<file path="src/rtl/fan_pkg.sv">
// Shared fan-path encodings, ramp FSM states and the saturating ramp step.
// FAN_KICK_EN adds the KICK state to the state encoding.
package fan_pkg;

    localparam logic [1:0] SPD_OFF  = 2'd0;
    localparam logic [1:0] SPD_LOW  = 2'd1;
    localparam logic [1:0] SPD_MID  = 2'd2;
    localparam logic [1:0] SPD_HIGH = 2'd3;

    localparam logic [7:0] DUTY_LOW_DEF  = 8'd85;
    localparam logic [7:0] DUTY_MID_DEF  = 8'd170;
    localparam logic [7:0] DUTY_HIGH_DEF = 8'd255;

    typedef enum logic [1:0] {
        ST_IDLE = 2'd0,
        ST_RAMP = 2'd2,
        ST_HOLD = 2'd3
`ifdef FAN_KICK_EN
        ,
        ST_KICK = 2'd1
`endif
    } fan_state_e;

    // One step toward tgt; 9-bit compares keep 250+5 from wrapping past 255.
    function automatic logic [7:0] ramp_step(
        input logic [7:0] cur,
        input logic [7:0] tgt,
        input logic [8:0] step
    );
        logic [8:0] c9;
        logic [8:0] t9;
        c9 = {1'b0, cur};
        t9 = {1'b0, tgt};
        ramp_step = tgt;
        if (t9 > c9) begin
            if (c9 + step < t9) ramp_step = cur + step[7:0];
        end else if (c9 > t9 + step) begin
            ramp_step = cur - step[7:0];
        end
    endfunction

endpackage

</file>
<file path="src/rtl/fan_pwm_gen.sv">
// PWM generator: prescaled 8-bit counter, duty latched at the period
// boundary so a duty change never produces a runt or stretched pulse.
module fan_pwm_gen
    import fan_pkg::*;
#(
    parameter int PWM_DIV = 50
) (
    input  logic       clk,
    input  logic       reset_p,
    input  logic       clr_i,
    input  logic [7:0] duty_i,
    output logic       pwm_o
);

    localparam int PW = (PWM_DIV > 1) ? $clog2(PWM_DIV) : 1;

    logic [PW-1:0] pre_q;
    logic [7:0]    cnt_q;
    logic [7:0]    applied_q;
    logic          pwm_q;
    logic          pwm_tick;

    assign pwm_tick = (pre_q == PW'(PWM_DIV - 1));

    always_ff @(posedge clk or posedge reset_p) begin
        if (reset_p) begin
            pre_q     <= '0;
            cnt_q     <= '0;
            applied_q <= '0;
            pwm_q     <= 1'b0;
        end else begin
            pre_q <= pwm_tick ? '0 : pre_q + 1'b1;
            if (pwm_tick) cnt_q <= cnt_q + 8'd1;
            if (clr_i) begin
                applied_q <= '0;
                pwm_q     <= 1'b0;
            end else begin
                if (pwm_tick && cnt_q == 8'hFF) applied_q <= duty_i;
                // Full duty must not drop for the cnt==255 slot.
                pwm_q <= (applied_q == 8'hFF) || (cnt_q < applied_q);
            end
        end
    end

    assign pwm_o = pwm_q;

endmodule

</file>
<file path="src/rtl/fan_pwm_softstart.sv">
// Fan PWM stage with linear duty ramp and soft start.
// Define FAN_KICK_EN to add the full-duty kick burst before ramping.
module fan_pwm_softstart
    import fan_pkg::*;
#(
    parameter int         PWM_DIV    = 50,
    parameter int         RAMP_DIV   = 500_000,
    parameter int         RAMP_STEP  = 5,
    parameter int         KICK_TICKS = 50,
    parameter logic [7:0] DUTY_LOW   = DUTY_LOW_DEF,
    parameter logic [7:0] DUTY_MID   = DUTY_MID_DEF,
    parameter logic [7:0] DUTY_HIGH  = DUTY_HIGH_DEF
) (
    input  logic       clk,
    input  logic       reset_p,
    input  logic [1:0] speed,
    input  logic       fan_en,
    output logic       pwm,
    output logic [7:0] duty,
    output logic       busy,
    output logic       running
);

    localparam int RW = (RAMP_DIV > 1) ? $clog2(RAMP_DIV) : 1;

    fan_state_e    state_q, state_d;
    logic [7:0]    duty_q, duty_d;
    logic [7:0]    target_q, target_d;
    logic [RW-1:0] rcnt_q;
    logic          ramp_tick;

`ifdef FAN_KICK_EN
    localparam int KW = (KICK_TICKS > 1) ? $clog2(KICK_TICKS) : 1;
    logic [KW-1:0] kick_q, kick_d;
`endif

    assign ramp_tick = (rcnt_q == RW'(RAMP_DIV - 1));

    always_comb begin
        target_d = 8'd0;
        if (fan_en) begin
            case (speed)
                SPD_LOW:  target_d = DUTY_LOW;
                SPD_MID:  target_d = DUTY_MID;
                SPD_HIGH: target_d = DUTY_HIGH;
                default:  target_d = 8'd0;
            endcase
        end
    end

    always_comb begin
        state_d = state_q;
        duty_d  = duty_q;
`ifdef FAN_KICK_EN
        kick_d  = kick_q;
`endif
        // Timer timeout: hard stop wins over any speed request.
        if (!fan_en) begin
            state_d = ST_IDLE;
            duty_d  = 8'd0;
        end else begin
            unique case (state_q)
                ST_IDLE: begin
                    if (target_q != 8'd0) begin
`ifdef FAN_KICK_EN
                        state_d = ST_KICK;
                        duty_d  = 8'hFF;
                        kick_d  = '0;
`else
                        state_d = ST_RAMP;
`endif
                    end
                end
`ifdef FAN_KICK_EN
                ST_KICK: begin
                    if (target_q == 8'd0) begin
                        state_d = ST_RAMP;
                    end else if (ramp_tick) begin
                        if (kick_q == KW'(KICK_TICKS - 1)) state_d = ST_RAMP;
                        else kick_d = kick_q + 1'b1;
                    end
                end
`endif
                ST_RAMP: begin
                    if (duty_q == target_q) begin
                        state_d = (target_q != 8'd0) ? ST_HOLD : ST_IDLE;
                    end else if (ramp_tick) begin
                        duty_d = ramp_step(duty_q, target_q, 9'(RAMP_STEP));
                    end
                end
                ST_HOLD: begin
                    if (target_q != duty_q) state_d = ST_RAMP;
                end
                default: state_d = ST_IDLE;
            endcase
        end
    end

    always_ff @(posedge clk or posedge reset_p) begin
        if (reset_p) begin
            state_q  <= ST_IDLE;
            duty_q   <= 8'd0;
            target_q <= 8'd0;
            rcnt_q   <= '0;
`ifdef FAN_KICK_EN
            kick_q   <= '0;
`endif
        end else begin
            state_q  <= state_d;
            duty_q   <= duty_d;
            target_q <= target_d;
            rcnt_q   <= ramp_tick ? '0 : rcnt_q + 1'b1;
`ifdef FAN_KICK_EN
            kick_q   <= kick_d;
`endif
        end
    end

    fan_pwm_gen #(
        .PWM_DIV(PWM_DIV)
    ) u_gen (
        .clk    (clk),
        .reset_p(reset_p),
        .clr_i  (!fan_en),
        .duty_i (duty_q),
        .pwm_o  (pwm)
    );

    assign duty    = duty_q;
    assign running = (duty_q != 8'd0);
`ifdef FAN_KICK_EN
    assign busy    = (state_q == ST_RAMP) || (state_q == ST_KICK);
`else
    assign busy    = (state_q == ST_RAMP);
`endif

endmodule

</file>
<file path="config.mk">
export PLATFORM = sky130hd
export DESIGN_NAME = fan_pwm_softstart
export DESIGN_NICKNAME = d
export VERILOG_FILES = /design/src/rtl/fan_pkg.sv /design/src/rtl/fan_pwm_gen.sv /design/src/rtl/fan_pwm_softstart.sv
export SDC_FILE = /design/constraint.sdc
export NUM_CORES = 1
export LEC_CHECK = 0
export CAP_MARGIN = 5
export CORE_MARGIN = 2
export CORE_UTILIZATION = 49
export CTS_CLUSTER_DIAMETER = 150
export DETAILED_ROUTE_END_ITERATION = 8
export GPL_TIMING_DRIVEN = 0
export PLACE_DENSITY = 0.67
export SLEW_MARGIN = 30
export SYNTH_ARGS = -nofsm -noshare
export SYNTH_HDL_FRONTEND = slang
export SYNTH_SLANG_ARGS = --single-unit
</file>
<file path="constraint.sdc">
create_clock -name clk -period 4.4 [get_ports clk]
set_clock_uncertainty 0.05 [all_clocks]
set_input_delay 0.44 -clock clk [delete_from_list [all_inputs] [get_ports clk]]
set_output_delay 0.44 -clock clk [all_outputs]
set_load 0.01 [all_outputs]
</file>
**Word level (Yosys, flattened, before mapping)**

Index checks and enable logic that the tools add are counted.

- $add $sub $neg: 7
- Magnitude comparators: 4
- Equality and inequality tests: 18
- Mux-type cells: 20
- Reduce and logical (&&, ||, !) cells: 7

Operators with widths:

| cell | number |
|---|---|
| 8-bit 2-to-1 mux | 10 |
| 8-bit one-hot mux with 3 select lines | 1 |
| 19-bit by 1-bit adder with 19-bit output, second input constant | 1 |
| 19-bit equality test, second input constant | 1 |
| 19-bit 2-to-1 mux | 1 |
| 8-bit by 3-bit adder with 9-bit output, second input constant | 2 |
| 8-bit equality test, second input constant | 2 |
| 8-bit nonzero test | 2 |
| 2-bit 2-to-1 mux | 5 |
| 8-bit by 9-bit > comparator with 1-bit output | 1 |
| 9-bit by 8-bit < comparator with 1-bit output | 1 |
| 8-bit by 1-bit adder with 8-bit output, second input constant | 1 |
| 8-bit by 3-bit adder with 8-bit output, second input constant | 1 |
| 2-bit equality test, second input constant | 4 |
| 8-bit equality test | 1 |
| 8-bit > comparator | 1 |
| 8-bit < comparator | 1 |
| 8-bit inequality test | 1 |
| 8-bit by 3-bit subtractor with 8-bit output, second input constant | 1 |
| 6-bit by 1-bit adder with 6-bit output, second input constant | 1 |
| 6-bit equality test, second input constant | 1 |
| 6-bit 2-to-1 mux | 1 |
| 2-bit by 1-bit inequality test with 1-bit output, second input constant | 3 |
| 3-bit inequality test, second input constant | 2 |
| other kinds (9) | 10 |

- Register bits after elaboration: 60
- Input bits: 5
- Output and inout port bits: 11
- Word-level logic and storage cells: 64

**Longest topological paths before layout**

- Word-level depth: 8
- Mapped depth: 13
- Gate-level depth less buffers: 12

**Modules after synthesis**

From an unflattened synthesis, not the netlist that was laid out.

- Cells, all modules: 390
- Area total of the unflattened synthesis: 3,751.1 um^2

Modules (own cells, without submodules):

| module | times used | cells an instance | area an instance (um^2) | seq. area each (um^2) |
|---|---|---|---|---|
| fan_pwm_softstart | 1 | 286 | 2,583.7 | 775.7 |
| fan_pwm_gen | 1 | 104 | 1,167.4 | 575.6 |

**Worst setup path before layout**

OpenSTA, ideal clock, no wires.

- Kind: reg-to-reg
- Start: register duty_q[0] (netlist: duty[0])
- End: register duty_q[0] (netlist: duty[0])
- Setup time: 0.126 ns
- Arrival: 3.036 ns
- Data required time: 4.224 ns
- Slack: 1.188 ns
- Cell stages (with the launch flop): 13
- Path buffers: 1
- Clock period less this slack: 3.212 ns
- Cells stage by stage: dfrtp_1 -> ha_1 -> nor2_1 -> or4_4 -> xnor2_1 -> ha_1 -> a211o_1 -> o221ai_1 -> a21oi_1 -> nor3_2 -> buf_6 -> a211oi_1 -> a221o_1

- Cells in the longest elaborated chain, start to end: 8
- Elaborated cells on any way between the ends: 16
- Those cells by class: 3 x add/sub; 3 x order compare; 2 x eq/ne; 7 x mux; 1 x reduce/logical

RTL lines:

| element | RTL line | text |
|---|---|---|
| start, declared | fan_pwm_softstart.sv:27 | `logic [7:0] duty_q, duty_d;` |
| start signal, assigned | fan_pwm_softstart.sv:110 | `duty_q <= duty_d;` |
| 8-bit by 3-bit adder with 9-bit output | fan_pkg.sv:36 | `if (c9 + step < t9) ramp_step = cur + step[7:0];` |
| 9-bit by 8-bit < comparator with 1-bit output | fan_pkg.sv:36 |  |
| 8-bit 2-to-1 mux | fan_pkg.sv:36 |  |
| 8-bit 2-to-1 mux | fan_pkg.sv:35 | `if (t9 > c9) begin` |
| 8-bit 2-to-1 mux | fan_pwm_softstart.sv:87 | `end else if (ramp_tick) begin` |
| 8-bit 2-to-1 mux | fan_pwm_softstart.sv:85 | `if (duty_q == target_q) begin` |
| 8-bit 2-to-1 mux | fan_pwm_softstart.sv:62 | `unique case (state_q)` |
| 8-bit 2-to-1 mux | fan_pwm_softstart.sv:58 | `if (!fan_en) begin` |

Several ways; a longest one is shown, not always the timed one. The select of a mux whose other input is x is not followed.
A chain may end at the register's enable or synchronous reset.

**Worst setup path after layout**

- Start: register duty_q[0] (netlist: duty[0])
- End: register duty_q[5] (netlist: duty[5])

Same word-level chain as after synthesis.

==> impl_metrics.csv <==
group,metric,value,unit
route,wire_per_inst,14.8,microns
clock_network,cts_htree_levels,2,
route,wl,7750,microns
final_layout,diodes,0,
critical_path,nature_of_the_critical_path_startpoint,"register",
sta,tns,0,ns
sta,max_slew_margin,0.476,
placed_design,placed_cell_areas,0.00400,sq mm
yosys,synth_ff_type,"sky130_fd_sc_hd__dfrtp_1",
grt,first_global_vias,2942,
pwr,clock_power_frac,0.318,
placed_design,numPortBuffers,15,
critical_path,worst_setup_ep_type,"register",
final_layout,layout.cell_area.non_filler,0.00409,sq mm
yosys,synth.mux.area_fraction,0.0111,
clock_network,cts_inserted_buffers,5,
floorplan,core.rowCount,31,
floorplan,io_pins,16,
critical_path,r2r_setup_slack,0.73,ns
critical_path,worst_ep_arrival_time,3.85,ns
floorplan,die-area,0.00827,sq mm
floorplan,floorplan.initialDensity,0.508,
pwr,irDropWorstVdd,136,uV
grt,overflow_left_after_global_routing,0,
yosys,area_of_the_mapped_netlist,0.00371,sq mm
final_layout,fin_nets,474,
yosys,synth.yosys.warnings,0,
final_layout,filler_cell_count,692,
pwr,pwr-share-seq,0.568,
sta,grt_setup_unrepaired,"no",
final_layout,mostFrequentLayoutCells,"sky130_fd_sc_hd__dfrtp_1, sky130_fd_sc_hd__ha_1, sky130_fd_sc_hd__nor2_1",
route,drt-pass1-iter-count,4,
clock_network,cts_root_buffer,"sky130_fd_sc_hd__clkbuf_8",
yosys,yosysTopAreaCellShare,0.365,
critical_path,ff2ff_path_depth,13,
clock_network,tritoncts,"built",
pwr,swShare,0.267,
grt,grt_first_pass_wirelength,13700,microns
yosys,synth_cell_type_count,55,
floorplan,dieWidth,91.0,microns
yosys,asyncSetResetFlopFracSynth,1.00,
sta,clock.fmax,0.272,GHz
route,dr.first_iter.drc_count,147,
clock_network,cts_resized,0,
floorplan,floorplan.core_area,0.00729,sq mm
sta,setup_viol_count_final,0,
final_layout,post-route-util,0.561,
yosys,synth_compound_gate_area_share,0.130,
critical_path,critPathMaxFanout,11,
floorplan,die-height,91.0,microns
clock_network,clk_transition_reported_paths,0.10,ns
pwr,p_sw,238,uW
final_layout,area_growth_syn_to_layout,10.4,%
yosys,avgSynthCellArea,9.29,sq um
yosys,synth-seq-cells,54,
pwr,p_int,652,uW
placed_design,dp_wirelength,5880,microns
clock_network,cts_num_sinks,54,
final_layout,layout_commonest_cell,"sky130_fd_sc_hd__dfrtp_1",
pwr,combinationalPowerShare,0.114,
clock_network,cts.repair_timing.setup_buffer_count,0,
sta,final_min_period_over_clock_period,0.834,
run,maxCapViolations,0,
placed_design,routabilityCongestion,0.949,
status,run_status,"complete, no violations",
yosys,largest_family_of_logic_cells_by_synthesized_area,"simple AND/OR/NAND/NOR gates",
pwr,total_power_density_per_cell_area,217,mW/mm^2
yosys,synth-edff-count,0,
sta,tightest_slew,0.783,ns
sta,finalMaxSlewViolations,0,
route,ant_nets,0,
critical_path,kind_of_critical_path,"reg2reg",
yosys,synth-seq-area-share,0.365,
route,avgViaCountPerCell,5.57,
yosys,post_synth_fa_ha_maj_area_fraction,0.159,
yosys,synth_area_leader_cell,"sky130_fd_sc_hd__dfrtp_1",
yosys,postSynthCellCount,399,
critical_path,worst-endpoint-required,4.58,ns
final_layout,drive_above_1_share,0.0567,
route,vias,2910,
critical_path,critical_path.reg2reg.startpoint,"duty[0]$_DFFE_PP0P_",
yosys,mappedNetlistNets,451,
yosys,synth_area_in_xor_xnor,0.0874,
clock_network,clockBufferDepth,2,
sta,report.final.hold_viol_count,0,
critical_path,worst_setup_path_startpoint,"duty[0]$_DFFE_PP0P_",
route,drc,0,
grt,largest_net_degree_at_the_start_of_global_routing,32,
yosys,synth_top_cells_by_area,"sky130_fd_sc_hd__dfrtp_1, sky130_fd_sc_hd__ha_1, sky130_fd_sc_hd__xnor2_1, sky130_fd_sc_hd__nor2_1, sky130_fd_sc_hd__nand3_1",
clock_network,cts-hold-fix-buffers,0,
yosys,yosys.area_share.simple,0.206,
grt,number_of_antenna_violations_at_the_first_check_in_global_routing,0,
critical_path,r2r_end,"duty[5]$_DFFE_PP0P_",
grt,track_usage,0.203,
clock_network,clock_latency,0.31,ns
worst_hold_path,hold_path.class,"in2async",
sta,fin_crit,3.67,ns
pwr,cellLeakagePower,1.80,nW
## synthesized netlist by cell type (5+ instances only)
| master | number |
|---|---|
| sky130_fd_sc_hd__nand2_1 | 28 |
| sky130_fd_sc_hd__nand4_1 | 12 |
| sky130_fd_sc_hd__a21oi_1 | 22 |
| sky130_fd_sc_hd__nor2b_1 | 9 |
| sky130_fd_sc_hd__inv_1 | 27 |
| sky130_fd_sc_hd__dfrtp_1 | 54 |
| sky130_fd_sc_hd__a21o_1 | 5 |
| sky130_fd_sc_hd__xnor2_1 | 27 |
| sky130_fd_sc_hd__nor2_1 | 32 |
| sky130_fd_sc_hd__ha_1 | 47 |
| sky130_fd_sc_hd__xor2_1 | 10 |
| sky130_fd_sc_hd__o21ai_0 | 11 |
| sky130_fd_sc_hd__nor4_1 | 5 |
| sky130_fd_sc_hd__and3_1 | 7 |
| sky130_fd_sc_hd__clkbuf_1 | 6 |
| sky130_fd_sc_hd__or3_1 | 5 |
| sky130_fd_sc_hd__nand3_1 | 23 |
## critical path, stage by stage, from the launching register on
cell and delay (ns):
sky130_fd_sc_hd__dfrtp_1 0.57, sky130_fd_sc_hd__ha_1 0.32, sky130_fd_sc_hd__nor2_1 0.08, sky130_fd_sc_hd__or4_4 0.47, sky130_fd_sc_hd__xnor2_1 0.15, sky130_fd_sc_hd__ha_1 0.31, sky130_fd_sc_hd__a211o_1 0.28, sky130_fd_sc_hd__o221ai_1 0.17
sky130_fd_sc_hd__a21oi_1 0.10, sky130_fd_sc_hd__nor3_2 0.48, sky130_fd_sc_hd__buf_6 0.22, sky130_fd_sc_hd__nor3b_1 0.19, sky130_fd_sc_hd__o21ai_1 0.08, sky130_fd_sc_hd__o211ai_1 0.12
## worst max-delay path by stage
stage                     endpoint  cells after the start
2_1_floorplan  duty[0]$_DFFE_PP0P_                     12
3_3_place_gp   duty[0]$_DFFE_PP0P_                     12
3_5_place_dp   duty[5]$_DFFE_PP0P_                     13
6_report       duty[5]$_DFFE_PP0P_                     13
5_1_grt        duty[5]$_DFFE_PP0P_                     13
4_1_cts        duty[5]$_DFFE_PP0P_                     13
## state kept, by name, indices dropped and copies added (netlist names)
| signal | cells |
|---|---|
| duty | 8 |
| rcnt_q | 19 |
| state_q | 2 |
| target_q | 2 |
| u_gen.applied_q | 8 |
| u_gen.cnt_q | 8 |
| u_gen.pre_q | 6 |
| u_gen.pwm_o | 1 |
## metal layers
layer | part of all wire | wire [microns] | vias up | GRT usage
met4 | 0.019 | 149 | 0 | 0.0682
met5 | 0 | 0 | - | 0
met2 | 0.47 | 3660 | 50 | 0.343
met1 | 0.47 | 3670 | 1388 | 0.268
met3 | 0.034 | 266 | 15 | 0.0290
li1 | - | - | 1457 | -
## cell type report
cell class | count | area, sq um | area share
clock inverter | 3 | 21.3 | 0.00520
buffer | 10 | 48.8 | 0.0119
sequential | 54 | 1350 | 0.330
tap | 99 | 124 | 0.0303
inverter | 28 | 108 | 0.0263
multi-input combinational | 307 | 2200 | 0.538
clock buffer | 5 | 68.8 | 0.0168
timing repair buffer | 16 | 170 | 0.0416
## logic make-up after synthesis
family,Yosys count
AOI/OAI and AO/OA,73
DFF,54
adders and majority gates,47
xor gates and xnor gates,37
muxes,4
and+or+nand+nor,146
buffers and inverters,38
## through the flow
stage	cells	hold slack, ns	setup WS (ns)	power (mW)
floorplan	399	0.405	1.19	0.584
global placement	513	0.425	0.801	0.610
detailed placement	514	0.426	0.823	0.616
CTS	522	0.387	0.790	0.896
global route	522	0.406	0.573	0.931
finish	522	0.374	0.730	0.889
## power groups by stage
stage	Combinational (mW)	Sequential [mW]	Clock [mW]
2_1_floorplan	0.0709	0.513	0
3_3_place_gp	0.0957	0.515	0
3_5_place_dp	0.101	0.515	0
4_1_cts	0.102	0.505	0.289
5_1_grt	0.115	0.506	0.310
6_report	0.101	0.505	0.283
No activity file was read; power rests on OpenSTA's default activity.
